[src/rtl/fetch_pkg.sv]
`default_nettype none
// +--------------------------------------------------------------------+
// | fetch_pkg : shared types and constants for the fetch front end     |
// | Rev 1.0                                                            |
// +--------------------------------------------------------------------+
package fetch_pkg;

    localparam int XLEN = 32;

    typedef logic [31:0] inst_t;

    localparam inst_t NOP_INST = 32'h0000_0013;

    typedef struct packed {
        logic [XLEN-1:0] pc;
        inst_t           inst;
        logic            reserved;
        logic            filled;
    } fetch_entry_t;

endpackage
`default_nettype wire

[src/rtl/fetch_buf.sv]
`default_nettype none
// +--------------------------------------------------------------------+
// | fetch_buf : in-order reservation ring of fetched instructions      |
// | Rev 1.0                                                            |
// +--------------------------------------------------------------------+
module fetch_buf
    import fetch_pkg::*;
#(
    parameter int DEPTH = 4,
    parameter int CW    = $clog2(DEPTH) + 1
) (
    input  logic            i_clk,
    input  logic            i_reset,
    input  logic            i_flush,
    input  logic            i_reserve,
    input  logic [XLEN-1:0] i_reserve_pc,
    input  logic            i_fill,
    input  inst_t           i_fill_inst,
    input  logic            i_pop,
    output logic            o_head_vld,
    output inst_t           o_head_inst,
    output logic [XLEN-1:0] o_head_pc,
    output logic [CW-1:0]   o_used
);

    localparam int PW = $clog2(DEPTH);

    fetch_entry_t  r_slot [DEPTH];
    fetch_entry_t  w_head;
    logic [PW-1:0] r_wr_ptr;
    logic [PW-1:0] r_rd_ptr;
    logic [PW-1:0] r_fill_ptr;
    logic [CW-1:0] r_used;

    // Reserve, fill and pop always target distinct slots, so their updates never collide.
    always_ff @(posedge i_clk or negedge i_reset) begin
        if (!i_reset) begin
            for (int i = 0; i < DEPTH; i++) begin
                r_slot[i] <= '0;
            end
        end else if (i_flush) begin
            for (int i = 0; i < DEPTH; i++) begin
                r_slot[i].reserved <= 1'b0;
                r_slot[i].filled   <= 1'b0;
            end
        end else begin
            for (int i = 0; i < DEPTH; i++) begin
                if (i_pop && r_rd_ptr == PW'(i)) begin
                    r_slot[i].reserved <= 1'b0;
                    r_slot[i].filled   <= 1'b0;
                end
                if (i_reserve && r_wr_ptr == PW'(i)) begin
                    r_slot[i].pc       <= i_reserve_pc;
                    r_slot[i].reserved <= 1'b1;
                    r_slot[i].filled   <= 1'b0;
                end
                if (i_fill && r_fill_ptr == PW'(i)) begin
                    r_slot[i].inst   <= i_fill_inst;
                    r_slot[i].filled <= 1'b1;
                end
            end
        end
    end

    always_ff @(posedge i_clk or negedge i_reset) begin
        if (!i_reset) begin
            r_wr_ptr   <= '0;
            r_rd_ptr   <= '0;
            r_fill_ptr <= '0;
            r_used     <= '0;
        end else if (i_flush) begin
            r_wr_ptr   <= '0;
            r_rd_ptr   <= '0;
            r_fill_ptr <= '0;
            r_used     <= '0;
        end else begin
            if (i_reserve) r_wr_ptr   <= r_wr_ptr + PW'(1);
            if (i_pop)     r_rd_ptr   <= r_rd_ptr + PW'(1);
            if (i_fill)    r_fill_ptr <= r_fill_ptr + PW'(1);
            r_used <= r_used + CW'(i_reserve) - CW'(i_pop);
        end
    end

    assign w_head      = r_slot[r_rd_ptr];
    assign o_head_vld  = w_head.reserved && w_head.filled;
    assign o_head_inst = w_head.inst;
    assign o_head_pc   = w_head.pc;
    assign o_used      = r_used;

endmodule
`default_nettype wire

[src/rtl/fetch_unit.sv]
`default_nettype none
// +--------------------------------------------------------------------+
// | fetch_unit : decoupled instruction fetch with redirect flushing    |
// | Rev 1.0                                                            |
// +--------------------------------------------------------------------+
module fetch_unit #(
    parameter int              XLEN     = 32,
    parameter int              DEPTH    = 4,
    parameter logic [XLEN-1:0] RESET_PC = '0
) (
    input  logic            i_clk,
    input  logic            i_reset,
    output logic            o_imem_req_vld,
    output logic [XLEN-1:0] o_imem_req_addr,
    input  logic            i_imem_req_rdy,
    input  logic            i_imem_rsp_vld,
    input  logic [31:0]     i_imem_rsp_data,
    input  logic            i_redirect,
    input  logic [XLEN-1:0] i_redirect_pc,
    output logic            o_inst_vld,
    output logic [31:0]     o_inst,
    output logic [XLEN-1:0] o_inst_pc,
    input  logic            i_inst_rdy,
    output logic [XLEN-1:0] o_pc_debug,
    output logic            o_insn_vld
);
    import fetch_pkg::*;

    localparam int          CW      = $clog2(DEPTH) + 1;
    localparam logic [CW:0] C_DEPTH = (CW+1)'(DEPTH);

    logic [XLEN-1:0] r_fetch_pc;
    logic [CW-1:0]   r_outstanding;
    logic [CW-1:0]   r_kill_cnt;
    logic [XLEN-1:0] r_pc_debug;
    logic            r_insn_vld;

    logic [CW-1:0]   w_used;
    logic [CW:0]     w_credit_used;
    logic            w_req_vld;
    logic            w_req_fire;
    logic            w_rsp_kill;
    logic            w_rsp_redir_drop;
    logic            w_fill;
    logic            w_pop;
    logic            w_head_vld;
    logic            w_unused_pc_lsb;

    // Stale responses still in flight hold credit until they drain.
    assign w_credit_used = {1'b0, w_used} + {1'b0, r_kill_cnt};
    assign w_req_vld     = i_reset && !i_redirect && (w_credit_used < C_DEPTH);
    assign w_req_fire    = w_req_vld && i_imem_req_rdy;

    assign w_rsp_kill       = i_imem_rsp_vld && (r_kill_cnt != '0);
    assign w_fill           = i_imem_rsp_vld && !i_redirect && (r_kill_cnt == '0) && (r_outstanding != '0);
    assign w_rsp_redir_drop = i_imem_rsp_vld && ((r_kill_cnt + r_outstanding) != '0);
    assign w_pop            = w_head_vld && i_inst_rdy;
    assign w_unused_pc_lsb  = ^i_redirect_pc[1:0];

    always_ff @(posedge i_clk or negedge i_reset) begin
        if (!i_reset) begin
            r_fetch_pc    <= RESET_PC;
            r_outstanding <= '0;
            r_kill_cnt    <= '0;
            r_pc_debug    <= RESET_PC;
            r_insn_vld    <= 1'b0;
        end else begin
            r_insn_vld <= w_pop;
            if (w_pop) r_pc_debug <= o_inst_pc;
            if (i_redirect) begin
                r_fetch_pc    <= {i_redirect_pc[XLEN-1:2], 2'b00};
                r_kill_cnt    <= r_kill_cnt + r_outstanding - CW'(w_rsp_redir_drop);
                r_outstanding <= '0;
            end else begin
                if (w_req_fire) r_fetch_pc <= r_fetch_pc + XLEN'(4);
                if (w_rsp_kill) r_kill_cnt <= r_kill_cnt - CW'(1);
                r_outstanding <= r_outstanding + CW'(w_req_fire) - CW'(w_fill);
            end
        end
    end

    fetch_buf #(
        .DEPTH (DEPTH),
        .CW    (CW)
    ) u_buf (
        .i_clk        (i_clk),
        .i_reset      (i_reset),
        .i_flush      (i_redirect),
        .i_reserve    (w_req_fire),
        .i_reserve_pc (r_fetch_pc),
        .i_fill       (w_fill),
        .i_fill_inst  (i_imem_rsp_data),
        .i_pop        (w_pop),
        .o_head_vld   (w_head_vld),
        .o_head_inst  (o_inst),
        .o_head_pc    (o_inst_pc),
        .o_used       (w_used)
    );

    assign o_imem_req_vld  = w_req_vld;
    assign o_imem_req_addr = r_fetch_pc;
    assign o_inst_vld      = w_head_vld;
    assign o_pc_debug      = r_pc_debug;
    assign o_insn_vld      = r_insn_vld;

    a_no_orphan_rsp: assert property (@(posedge i_clk) disable iff (!i_reset)
        !(i_imem_rsp_vld && r_outstanding == '0 && r_kill_cnt == '0));

endmodule
`default_nettype wire

[config.mk]
export PLATFORM = sky130hd
export DESIGN_NAME = fetch_unit
export DESIGN_NICKNAME = d
export VERILOG_FILES = /design/src/rtl/fetch_pkg.sv /design/src/rtl/fetch_buf.sv /design/src/rtl/fetch_unit.sv
export SDC_FILE = /design/constraint.sdc
export NUM_CORES = 1
export LEC_CHECK = 0
export ABC_AREA = 1
export CORE_ASPECT_RATIO = 1.5
export CORE_MARGIN = 3
export CORE_UTILIZATION = 55
export DETAILED_ROUTE_END_ITERATION = 10
export GPL_TIMING_DRIVEN = 0
export HOLD_SLACK_MARGIN = 0.15
export MAX_ROUTING_LAYER = met4
export PLACE_DENSITY_LB_ADDON = 0.3
export RECOVER_POWER = 25
export SYNTH_ARGS = -nofsm -noshare
export SYNTH_HDL_FRONTEND = slang
export SYNTH_HIERARCHICAL = 1
export SYNTH_SLANG_ARGS = --single-unit
[constraint.sdc]
create_clock -name i_clk -period 4.3 [get_ports i_clk]
set_input_delay 0.43 -clock i_clk [delete_from_list [all_inputs] [get_ports i_clk]]
set_output_delay 0.43 -clock i_clk [all_outputs]
set_load 0.02 [all_outputs]
==> summary.txt, run 1 <==
Power
  – LEAKAGE: about 11 nW
  – Worst VDD drop: around 0.00034 V
  – PD cells: ~450 nW/um2

Die
  – Die Height: about 220 um
  – Die Width: approximately 150 um
  – Die area: 33400 um2
  – I/O Pins: approximately 200
  – Row cnt: a little under 80
  – Core area: between 30000 and 40000 um2
  – Initial Utilization: between 50% and 60%

Cells and area
  – Final cell count without fillers: 2745
  – Ratio of cells with drive above 1 in the final layout: 11.13%
  – Filler Cells Inserted: around 2500
  – Fin nets: roughly 2400
  – Final Instance Area: roughly 21000 um2
  – Register area: ~8600 um2
  – Commonest non-fill, non-tap cell in the layout: nand2_1
  – Most frequent cells in the layout: nand2_1, dfrtp_1, inv_1, clkdlybuf4s50_1, o211ai_1
  – Antenna diodes: 0
  – Area of the multi-input gates: about 6800 um2
  – Area Growth Syn to Fin: 21.89%

Route
  – Post-route ant nets: 0
  – Initial DRT Pass Iterations: 5
  – Routed vias: approximately 15000
  – Routed len/inst: roughly 18 um
  – Final WL: between 50 and 60 mm
  – Vias per cell: around 5.5
  – DR iter-0 viols: roughly 1100
  – DRC Markers: 0

Clock network
  – Clock Sink Count: approximately 340
  – Clk_lat worst skew: ~530 ps
  – Reg clk slew, reported paths: roughly 60 ps
  – H-tree depth: 2
  – Number of CTS-inserted buffers: 35
  – Clock Tree Root: clkbuf_16
  – Post-CTS Setup Bufs: 0
  – Worst-case clock buffer depth: 3
  – Cts repair resizes: 0
  – CTS tree: done

Timing
  – RSZ-0062 raised after global routing: no
  – Slew Limit Fails: 128
  – Fmax achieved: 259.1 MHz
  – Worst Setup Slack, final: 440.9 ps
  – Final Hold Viols: 0
  – Clock Skew: 17.29 ps
  – Least-Margin Pin Slew: between 1500 and 2000 ps
  – Fin crit period: a little under 4000 ps
  – Period Utilization, post-route: about nine tenths
  – Final setup viols: 0
  – Rel. slew slack: -16.27%

Yosys
  – Synthesized area per cell: between 8 and 9 um2
  – Yosys cell types: slightly above 40
  – Cell Area, Synth: 17160 um2
  – Synth top area share: between 40% and 50%
  – Cells after synthesis: ~2100
  – Register area share after synthesis: between 40% and 50%
  – Synthesis-stage register bit count: approximately 340
  – Top cells by area, synth: dfrtp_1, nand2_1, inv_1, o211ai_1, o21ai_1
  – Yosys warning total: 6
  – Dominant cell type by area after synthesis: dfrtp_1

Placed design
  – IO buf count: 196
  – Post-DP HPWL: approximately 35 mm
  – GPL Wtd Cong: 0.9261
  – Cells after DPL: 2682
  – Dpl cell area: approximately 20000 um2
  – Dpl ws: approximately 7.3 ps

Global routing
  – Vias in the first global route: 15560
  – Initial antenna violation count: 0
  – Global Route Usage Sum: a little under a third
  – Largest net degree at the start of global routing: 128
  – GRT overflow: 0
  – First-pass GRT wire length: between 80 and 90 mm

Min path
  – Hold Crit Class: flop to flop
  – Hold Crit Start: u_buf/r_slot[1]
  – Hold worst-path end: u_buf/r_slot[1]
  – Hold path cells: 2

Setup path
  – R2R Path Start: u_buf/r_rd_ptr[0]
  – CP startpoint kind: flop
  – Worst Setup End Kind: flop
  – Reg2Reg Setup Slack: 440 ps
  – Critical path arrival: around 4300 ps
  – Worst Reg-to-Reg Cells: 16
  – Crit-path max FO: 23
  – Worst R2R End: u_buf/o_used[2]
  – Worst Setup Path Type: flop to flop
  – WP data required: roughly 4700 ps

Job
  – Max_cap viols: 1

Run status
  – Violated checks: capacitance limit, slew limit
  – Outcome: finished with violations
-- worst max-delay path: stages (launching register included) --
cell	delay, ps
dfrtp_1	440
inv_2	200
buf_2	310
nand3_1	110
nand3_1	90
nand2_1	110
inv_1	90
nand2_1	260
inv_1	890
ha_1	380
inv_1	60
ha_1	130
inv_1	40
fa_1	390
nand3_1	110
nand2_1	50
nor2_1	100
-- final cells by class --
class | count | share of cell area (%)
plain buffers | 118 | 3.936
clock buffers | 46 | 4.828
clock inverters | 17 | 1.083
inverters | 267 | 4.804
multi-input cells | 1356 | 32.42
flip-flops and latches | 342 | 40.92
well taps | 400 | 2.393
repair buffers | 199 | 9.620
-- cells in the mapped netlist --
cell type / n
nand2_1: 733
dfrtp_1: 342
inv_1: 261
o211ai_1: 128
o21ai_1: 126
nand3_1: 85
o21ai_0: 74
o21ai_2: 70
nor2_1: 47
buf_2: 42
buf_6: 31
clkbuf_1: 25
ha_1: 24
nand2_2: 20
buf_4: 8
o21bai_1: 7
a21oi_1: 6
buf_1: 5
xnor2_1: 5
buf_8: 4
nor2_2: 4
clkbuf_2: 3
fa_1: 3
inv_2: 3
or2_2: 3
clkinv_1: 2
nand3_2: 2
nand3_4: 2
nor2_4: 2
nor3_1: 2
xor2_1: 2
and2_1: 1
and3_1: 1
buf_12: 1
conb_1: 1
inv_4: 1
mux2i_1: 1
nand2_4: 1
nand4_1: 1
nor2_8: 1
nor3_4: 1
-- flip-flops by register name (all words and copies together) (netlist names) --
name	count
u_buf/r_wr_ptr	2
o_insn_vld	1
o_imem_req_addr	30
u_buf/r_fill_ptr	2
r_kill_cnt	3
r_outstanding	3
o_pc_debug	32
u_buf/r_rd_ptr	2
u_buf/r_slot	264
u_buf/o_used	3
-- report_power, final --
group	internal [W]	switching [W]
registers	0.00354	0.000270
clock network	0.00197	0.00128
logic	0.000992	0.00134
total	0.00650	0.00289
-- kinds of logic after synthesis --
| group | count (synthesis) | synth area share, % |
|---|---|---|
| other | 1 | 0.02185 |
| AOI/OAI and AO/OA | 411 | 15.49 |
| xor gates and xnor gates | 7 | 0.3573 |
| muxes | 1 | 0.05834 |
| buffers and inverters | 386 | 10.68 |
| and+or+nand+nor | 906 | 21.42 |
| adders and majority gates | 27 | 2.100 |
| DFF | 342 | 49.88 |
-- metrics by stage --
step | hold slack, ps | total power (W) | TNS, ps | utilization [%]
6_report | 480.0 | 0.009389 | 0 | 68.47
5_1_grt | 491.6 | 0.009854 | 0 | 68.47
4_1_cts | 468.6 | 0.009439 | 0 | 68.53
3_5_place_dp | 463.2 | 0.006178 | 0 | 64.47
3_3_place_gp | 457.0 | 0.006109 | -5676200 | 64.27
2_1_floorplan | 134.4 | 0.005166 | 0 | -
-- per-layer routing --
layer	routed length, um	up-vias	track usage [%]
li1	-	7095	-
met1	18850	7280	36.66
met2	25700	675	52.74
met3	3371	171	4.366
met4	2652	0	15.86
met5	0	-	-
-- how the worst max path moves through the flow --
stage / startpoint / end / slack, ps / cells past startpoint
2_1_floorplan: u_buf/r_rd_ptr[0] / u_buf/o_used[2] / 1390 / 16
3_3_place_gp: i_reset / o_pc_debug[17] / -11750 / 1
3_5_place_dp: u_buf/r_rd_ptr[0] / u_buf/o_used[2] / 7 / 17
4_1_cts: i_reset / r_outstanding[2] / 380 / 16
5_1_grt: i_reset / r_outstanding[2] / 80 / 16
6_report: u_buf/r_rd_ptr[0] / u_buf/o_used[2] / 440 / 16
-- timing repair --
action                                 in CTS  in global routing
endpoints found under the hold margin      95                  0
hold buffers                                1                  0
setup endpoints to repair                   1                  0
No activity file was read; power rests on OpenSTA's default activity.
==> run 2: changes to the inputs <==
--- a/config.mk
+++ b/config.mk
@@ -7,7 +7,7 @@
 export LEC_CHECK = 0
 export ABC_AREA = 1
 export CORE_ASPECT_RATIO = 1.5
-export CORE_MARGIN = 3
+export CORE_MARGIN = 5
 export CORE_UTILIZATION = 55
 export DETAILED_ROUTE_END_ITERATION = 10
 export GPL_TIMING_DRIVEN = 0
@@ -17,5 +17,5 @@
 export RECOVER_POWER = 25
 export SYNTH_ARGS = -nofsm -noshare
 export SYNTH_HDL_FRONTEND = slang
-export SYNTH_HIERARCHICAL = 1
 export SYNTH_SLANG_ARGS = --single-unit
+export TNS_END_PERCENT = 10
==> summary.txt, run 2 <==
Run status
  – Outcome: finished with violations
  – Violated checks: capacitance limit, slew limit

Power
  – Combinational power share: 25.5%
  – PD cells: about 480 nW/um2
  – LEAKAGE: about 9.9 nW
  – P_sw: approximately 0.0030 W
  – P_int: ~0.0064 W
  – Register share of total power: between 40% and 50%
  – Worst VDD drop: roughly 0.00035 V
  – Net Sw Frac: a little under a third
  – Clk pwr share: roughly a third

Placed design
  – Post-DP HPWL: ~36 mm
  – GPL Wtd Cong: between 0.9 and 1
  – IO buf count: between 150 and 200
  – Dpl cell area: approximately 18000 um2

Yosys
  – Register area share after synthesis: between 50% and 60%
  – XOR/XNOR Fraction of Synth Area: 0.4424%
  – Most numerous cell in the Yosys netlist: nand2_1
  – Main flop type after synthesis: dfrtp_1
  – Adder-Cell Fraction of Synth Area: ~2.3%
  – Synth Area in Simple Gates: roughly 25%
  – Top cells by area, synth: dfrtp_1, nand2_1, o21ai_0, nor2_1, nand3_1
  – Cells after synthesis: roughly 2000
  – Synthesis-stage register bit count: 332
  – Synthesized area per cell: slightly below 8 um2
  – Number of synthesized flops with an enable pin: 0
  – FFs w/ async S/R, synth: 100.0%
  – Yosys cell types: 26
  – Main combinational cell family by area after synthesis: simple AND/OR/NAND/NOR gates
  – Most instantiated cells after synthesis: nand2_1, o21ai_0, dfrtp_1
  – Mux cell area share after synthesis: 0%
  – Compound-Gate Fraction of Synth Area: approximately 14%
  – Yosys warning total: 0
  – Synth top area share: a little over half
  – Dominant cell type by area after synthesis: dfrtp_1
  – Cell Area, Synth: roughly 16000 um2

Global routing
  – Largest net degree at the start of global routing: between 100 and 150
  – GRT overflow: 0
  – Initial antenna violation count: 0
  – First-pass GRT wire length: between 70 and 80 mm
  – Vias in the first global route: 14760
  – Global Route Usage Sum: approximately 31%

Cells and area
  – Register area: approximately 8300 um2
  – Area of the multi-input gates: 6595 um2
  – Final Instance Area: around 19000 um2
  – Most frequent cells in the layout: nand2_1, o21ai_0, dfrtp_1, clkdlybuf4s50_1, nor2_1
  – Ratio of cells with drive above 1 in the final layout: under 10%
  – Area Growth Syn to Fin: 23.12%
  – Fin nets: approximately 2400
  – Number of flip-flops in the largest register: 256
  – Filler Cells Inserted: approximately 2400
  – Final core occ: roughly two thirds
  – Register name with the most flops: u_buf.r_slot
  – Commonest non-fill, non-tap cell in the layout: nand2_1
  – Antenna diodes: 0

Timing
  – Final Hold Viols: 0
  – RSZ-0062 raised after global routing: no
  – Final setup viols: 0
  – Slew Limit Fails: 66
  – Fmax achieved: 266.8 MHz
  – Least-Margin Pin Slew: 1820 ps
  – Fin crit period: around 3700 ps
  – Rel. slew slack: -21.31%
  – Period Utilization, post-route: between 80% and 90%
  – Clock Skew: approximately 20 ps

Die
  – Core area: 28620 um2
  – Die Width: ~150 um
  – Row cnt: 76
  – Die Height: approximately 220 um
  – Die area: about 32000 um2
  – I/O Pins: 201
  – Initial Utilization: 55.33%

Clock network
  – Post-CTS Setup Bufs: 0
  – Cts repair resizes: 0
  – Worst-case clock buffer depth: 3
  – Reg clk slew, reported paths: approximately 70 ps
  – H-tree depth: 2
  – CTS tree: done
  – Clock Tree Root: clkbuf_16
  – Clock Sink Count: about 330
  – # hold bufs at CTS: 1
  – Clk_lat worst skew: between 500 and 600 ps
  – Number of CTS-inserted buffers: 34

Route
  – Vias per cell: about 5.6
  – Routed len/inst: roughly 19 um
  – DRC Markers: 0
  – Post-route ant nets: 0
  – Final WL: approximately 50 mm
  – Routed vias: 15050
  – DR iter-0 viols: 1082
  – Initial DRT Pass Iterations: 6

Setup path
  – CP startpoint kind: flop
  – Worst Setup Path Type: flop to output port
  – Reg2Reg Setup Slack: roughly 1200 ps
  – Worst Setup End Kind: output port
  – Critical path arrival: 3320 ps
  – WP data required: between 3000 and 4000 ps
  – Crit-path max FO: 11

Min path
  – Hold Crit Class: input pin to async pin

Job
  – Max_cap viols: 1
[run 2: cell types whose count changed after synthesis, moves of 9 or more]
| cell | change |
|---|---|
| o211ai_1 | -123 |
| nand2_2 | -18 |
| o22ai_1 | +59 |
| clkbuf_1 | +37 |
| o21ai_1 | -123 |
| buf_6 | -29 |
| nor2_1 | +127 |
| o21ai_0 | +276 |
| buf_2 | +9 |
| inv_1 | -170 |
| dfrtp_1 | -10 |
| o21ai_2 | -70 |
[run 2: per-layer routing]
metal | part of all wire (%) | GRT usage (%)
met3 | 7.4 | 4.761
met5 | 0 | -
met1 | 35 | 34.62
met2 | 50 | 53.53
met4 | 6.7 | 18.34
[run 2: cell families (layout without fill, tap and decap cells)]
group,count (synthesis),after routing
flip-flops,332,332
AND/OR/NAND/NOR,997,997
AO/OA/AOI/OAI,431,431
adder cells (fa/ha/maj),27,27
buffers and inverters,222,479
other,1,6
XOR/XNOR,8,8
[run 2: path summary, 6_finish.rpt]
| path | startpoint | endpoint | depth (start not counted) |
|---|---|---|---|
| worst max-delay path | u_buf.r_rd_ptr[1] | o_inst[31] | 8 |
| worst min-delay path | i_reset | o_pc_debug[21] | 2 |
| worst max register to register | u_buf.r_rd_ptr[0] | u_buf.o_used[2] | 14 |
| worst min register to register | o_pc_debug[12] | o_pc_debug[12] | 2 |
| max in group asynchronous | i_reset | u_buf.r_slot[216] | 4 |
| min in group i_clk | o_pc_debug[12] | o_pc_debug[12] | 2 |
[run 2: cell type report]
cell class,count,share of cell area [%]
clock inverter,9,0.6674
inverter,95,1.829
buffer,127,3.048
multi-input combinational,1469,33.82
clock buffer,52,5.281
timing repair buffer,196,10.24
tap,390,2.503
sequential,332,42.61
[run 2: worst max-delay path: stages, from the launching register on]
cell	delay [ps]
dfrtp_1	400
buf_2	230
inv_2	90
buf_4	210
buf_2	280
clkbuf_1	440
o21ai_0	210
o22ai_1	240
clkdlybuf4s50_1	660
[run 2: through the flow]
step           setup TNS (ps)  std cells  worst slack [ps]  total power [W]  hold slack, ps
2_1_floorplan               0       2023              1717         0.005141           134.4
3_3_place_gp         -5293770       2605            -11400         0.006250           452.1
3_5_place_dp                0       2608             979.7         0.006317           401.9
4_1_cts                     0       2670             579.6         0.009403           448.8
5_1_grt                     0       2670             449.1         0.009793           475.8
6_report                    0       2670             552.3         0.009382           427.9
[run 2: power by group through the flow]
| stage | clock (W) | combinational [W] | sequential [W] |
|---|---|---|---|
| floorplan | 0 | 0.00122 | 0.00392 |
| global placement | 0 | 0.00233 | 0.00392 |
| detailed placement | 0 | 0.00239 | 0.00392 |
| CTS | 0.00312 | 0.00241 | 0.00387 |
| global route | 0.00325 | 0.00261 | 0.00393 |
| finish | 0.00311 | 0.00239 | 0.00388 |
==> patch 1, RTL diff (config.mk and constraints of run 2) <==
`XLEN` is set to 32 in 2 places; all go to 40.
--- a/src/rtl/fetch_pkg.sv
+++ b/src/rtl/fetch_pkg.sv
@@ -5,7 +5,7 @@
 // +--------------------------------------------------------------------+
 package fetch_pkg;
 
-    localparam int XLEN = 32;
+    localparam int XLEN = 40;
 
     typedef logic [31:0] inst_t;
 
--- a/src/rtl/fetch_unit.sv
+++ b/src/rtl/fetch_unit.sv
@@ -4,7 +4,7 @@
 // | Rev 1.0                                                            |
 // +--------------------------------------------------------------------+
 module fetch_unit #(
-    parameter int              XLEN     = 32,
+    parameter int              XLEN     = 40,
     parameter int              DEPTH    = 4,
     parameter logic [XLEN-1:0] RESET_PC = '0
 ) (
Interface: changed (resized i_redirect_pc, o_imem_req_addr, o_inst_pc and o_pc_debug); port bits go from 201 to 233. The function was not compared with the original's and may differ.
==> patch 1 against run 2 <==
- worst setup slack got worse by 0.24 ns
- maximum frequency shrank 6.0%
- sequential share of layout area increased by 0.32 points
- combinational power increased by 31%
- wire length rose by 18%
- design area grew 14%
- largest cell class unchanged
- non-clock buffer count increased by 36
- core utilization about the same
- power rose by 21%
- area after synthesis up 14%
- count of clock-buffer cells in the layout is 2 higher
- clock power increased by 16%
- sequential cell count increased by 48
==> patch 1: results (changes against run 2) <==
outcome=complete, no violations (was finished with violations); WL met2=29700 um (was 25000 um); Final nets=2635 (was 2352); Ant. Diodes=2 (was 0); crit path DAT=3.56 ns (was 3.32 ns); Non-CTS buffers=359 (was 323); IO buf count=223 (was 192); hold_ws=0.389 ns (was 0.428 ns); fraction of area in multi-input gates=33.5% (was 33.8%); number of instances in the placed design=2904 (was 2608); Post-DP HPWL=41900 um (was 35800 um); final wirelength=58500 um (was 49500 um); Placer Congestion=1.05 (was 0.977); fraction of layout cells with a size suffix above 1=5.91% (was 5.70%); met3 GRT Util=4.50% (was 4.76%); adder and majority gate portion of the synthesized area=2.00% (was 2.28%); post-synthesis cell type count=37 (was 26); CTS Buf Count=38 (was 34); GR Util met1=37.6% (was 34.6%); DR WL met3=4570 um (was 3650 um); Synth Area in Compound Gates=11.4% (was 14.2%); first-pass GRT wire length=90200 um (was 77900 um); FF/Latch Area=9510 sq um (was 8310 sq um); synth cell count leaders=nand2_1, dfrtp_1, o21ai_0 (was nand2_1, o21ai_0, dfrtp_1); sw power=3.65 mW (was 2.97 mW); Hold/Removal Path Class=input pin to flop (was input pin to asynchronous set/reset pin); max FFs per register=288 (was 256); pre-CTS WS=1.18 ns (was 0.980 ns); DR vias/cell=5.65 (was 5.64); Lkg Pwr=11.1 nW (was 9.90 nW); TritonRoute pass-1 iters=5 (was 6); Area contributors post-synth=dfrtp_1, nand2_1, o21ai_0 (unchanged); xor/xnor share of the synthesized area=1.12% (was 0.442%); Post-Route M1 WL=21200 um (was 17600 um); die area=36600 sq um (was 32400 sq um); register fraction of the total cell area=42.9% (was 42.6%); FILL cells=2583 (was 2354); Multi-In Gates=1659 (was 1469); Mapped Avg Cell Area=7.98 sq um (was 7.85 sq um); initial antenna violation count=2 (was 0); GR met2 Demand/Resource=55.2% (was 53.5%); Layout Skew=0.0144 ns (was 0.0205 ns); gr usage total=32.5% (was 31.3%); Placed Instance Area=20900 sq um (was 18400 sq um); Seq/Total Area, Yosys=52.8% (was 52.5%); clk tree area frac=6.08% (was 5.95%); largest net degree at the start of global routing=123 (was 107); Layout clock buffers=54 (was 52)
[patch 1: path summary, 6_finish.rpt]
kind,cells after the start,endpoint,start
setup reg to reg,13,u_buf.o_used[2],u_buf.r_rd_ptr[1]
min in group asynchronous,2,u_buf.r_slot[26],i_reset
hold / removal,3,o_imem_req_addr[6],i_imem_req_rdy
max in group asynchronous,5,o_pc_debug[23],i_reset
setup / recovery,7,o_inst[29],u_buf.r_rd_ptr[1]
hold reg to reg,2,u_buf.r_slot[179],u_buf.r_slot[179]
[patch 1: power by group through the flow]
stage                     Combinational, mW  Sequential (mW)  Clock [mW]
after floorplan                        1.57             4.67           0
after global placement                 3.05             4.62           0
after detailed placement               3.12             4.63           0
after CTS                              3.15             4.58        3.64
after global routing                   3.40             4.66        3.78
final                                  3.14             4.59        3.62
[patch 1: worst min-delay path: stages]
cell,delay [ns]
buf_2,0.18
nand2_4,0.16
o211ai_1,0.11
==> patch 2, RTL diff (flow settings as in run 2) <==
Without the edit above. Put one more register stage on the output `o_pc_debug`, cleared by the reset. The value now appears one clock later. The other outputs are not delayed to match.
--- a/src/rtl/fetch_unit.sv
+++ b/src/rtl/fetch_unit.sv
@@ -100,7 +100,13 @@
     assign o_imem_req_vld  = w_req_vld;
     assign o_imem_req_addr = r_fetch_pc;
     assign o_inst_vld      = w_head_vld;
-    assign o_pc_debug      = r_pc_debug;
+    always_ff @(posedge i_clk or negedge i_reset) begin
+        if (!i_reset) begin
+            o_pc_debug <= '0;
+        end else begin
+            o_pc_debug <= r_pc_debug;
+        end
+    end
     assign o_insn_vld      = r_insn_vld;
 
     a_no_orphan_rsp: assert property (@(posedge i_clk) disable iff (!i_reset)
Check against the original RTL: not equivalent (a bounded check fails within 10 cycles, from zero or initial values and one cycle with i_reset low).
==> patch 2 against run 2 <==
- the flow still finishes with violations (capacitance limit, slew limit)
- sequential cell count grew 30
- first-iteration DRC count up 29%
- clock power is 3% higher
- worst setup slack gained 0.045 ns
- area after synthesis grew 5.7%
- count of clock-buffer cells in the layout down 5
- power increased by 2.1%
- final cell count increased by 2.2%
- combinational power shrank 5%
- design area is 4.7% higher
- sequential power increased by 5.9%
- wire length increased by 6.2%
- sequential share of layout area increased by 1.8 points
- largest cell class unchanged
==> patch 2: results (changes against run 2) <==
maxcap violations=1 (unchanged); Crit Path Max Fanout=10 (was 11); synth cell count leaders=nand2_1, dfrtp_1, o21ai_0 (was nand2_1, o21ai_0, dfrtp_1); final wirelength=52600 um (was 49500 um); gr usage total=31.4% (was 31.3%); Yosys warnings=0 (unchanged); Post-DP HPWL=38000 um (was 35800 um); critical path's slowest cell=clkdlybuf4s50_1 (unchanged); CTS Buf Count=35 (was 34); Layout Skew=0.0164 ns (was 0.0205 ns); Iteration-0 DRC Markers=1398 (was 1082); most flop-heavy register=u_buf.r_slot (unchanged); Placer Congestion=0.934 (was 0.977); fraction of layout cells with a size suffix above 1=6.06% (was 5.70%); Worst-path clk slew=0.07 ns (about the same); Area contributors post-synth=dfrtp_1, nand2_1, o21ai_0 (unchanged); Lkg Pwr=10.4 nW (was 9.90 nW); Clock Tree Buf Depth=3 (unchanged); Worst Setup SP=u_buf.r_rd_ptr[0] (was u_buf.r_rd_ptr[1]); worst reg2reg path startpoint=u_buf.r_rd_ptr[1] (was u_buf.r_rd_ptr[0]); DR vias/cell=5.67 (was 5.64); post-synthesis async set-or-reset flop share=100% (unchanged); worst vdd ir=0.336 mV (was 0.352 mV); root buffer cell=clkbuf_16 (unchanged); max FFs per register=256 (unchanged); Hold/Removal Path Class=input pin to asynchronous set/reset pin (unchanged); Slew Viols, Final=112 (was 66); setup_tns=0 ns (unchanged); Seq/Total Area, Yosys=54.1% (was 52.5%); # H-tree levels=2 (unchanged); post-synthesis cell type count=33 (was 26); crit path DAT=3.27 ns (was 3.32 ns); first-pass GRT wire length=83300 um (was 77900 um); vias in the first global route=15500 (was 14800); Final nets=2401 (was 2352); failing checks=capacitance limit, slew limit (unchanged); clk_lat worst skew=0.53 ns; initial antenna violation count=4 (was 0); critical path's top delay family=buffers and inverters (unchanged); max incr delay on CP=0.66 ns (about the same); largest net degree at the start of global routing=129 (was 107); outcome=finished with violations (unchanged); Placed Instance Area=19300 sq um (was 18400 sq um); TritonRoute pass-1 iters=6 (unchanged); max_slew headroom=-89.2% (was -21.3%); IO buf count=191 (was 192); Resize count post-CTS=0 (unchanged)
## patch 2: final timing paths
| path | slack (ns) | depth (start not counted) | endpoint |
|---|---|---|---|
| hold / removal | 0.30 | 2 | r_pc_debug[10] |
| max in group asynchronous | 1.03 | 3 | u_buf.r_slot[217] |
| min in group i_clk | 0.30 | 5 | o_imem_req_addr[3] |
| setup reg to reg | 1.16 | 12 | u_buf.o_used[2] |
| hold reg to reg | 0.38 | 0 | o_pc_debug[5] |
| setup / recovery | 0.60 | 6 | o_inst[9] |
## patch 2: cell type report
| class | instances | area [sq um] |
|---|---|---|
| antenna | 4 | 10.0 |
| buffer | 133 | 637 |
| clock buffer | 47 | 993 |
| clock inverter | 12 | 168 |
| fill | 2441 | 9740 |
| inverter | 96 | 365 |
| multi-input combinational | 1481 | 6700 |
| sequential | 362 | 9060 |
| tap | 400 | 500 |
| timing repair buffer | 195 | 1990 |
## patch 2: repair_timing
| action | in CTS | in global routing |
|---|---|---|
| setup buffers | 0 | 0 |
| endpoints found under the hold margin | 247 | 0 |
| hold buffers | 1 | 0 |
| setup endpoints to repair | 0 | 0 |
## patch 2: through the flow
stage | std cells | setup slack, ns | hold WS, ns
floorplan | 2072 | 1.63 | 0.134
global placement | 2663 | -12.59 | 0.359
detailed placement | 2666 | 0.880 | 0.262
CTS | 2726 | 0.688 | 0.290
global route | 2730 | 0.447 | 0.317
finish | 2730 | 0.597 | 0.297
## patch 2: cell families (layout without fill, tap and decap cells)
| logic type | count (synthesis) | in the layout | share of synthesized area (%) |
|---|---|---|---|
| xor+xnor | 11 | 11 | 0.575 |
| simple gates | 981 | 981 | 22.9 |
| flops | 362 | 362 | 54.1 |
| other cells | 1 | 10 | 0.0224 |
| buf+inv | 229 | 483 | 5.99 |
| fa+ha+maj | 27 | 27 | 2.15 |
| compound gates | 456 | 456 | 14.2 |
## patch 2: report_power, final
group,leakage (nW),internal (mW),switching [mW]
clock network,0.562,1.86,1.33
registers,4.89,3.84,0.274
logic,4.95,0.915,1.36
## patch 2: layer usage
layer  wire length [um]  GRT usage [%]  share of wire, %  vias up
met5                  0              -                 0        -
met3               3720           5.01               7.1      180
met1              18600           35.2                35     7358
li1                   -              -                 -     7140
met4               3230           18.3               6.1        0
met2              27000           53.5                51      794
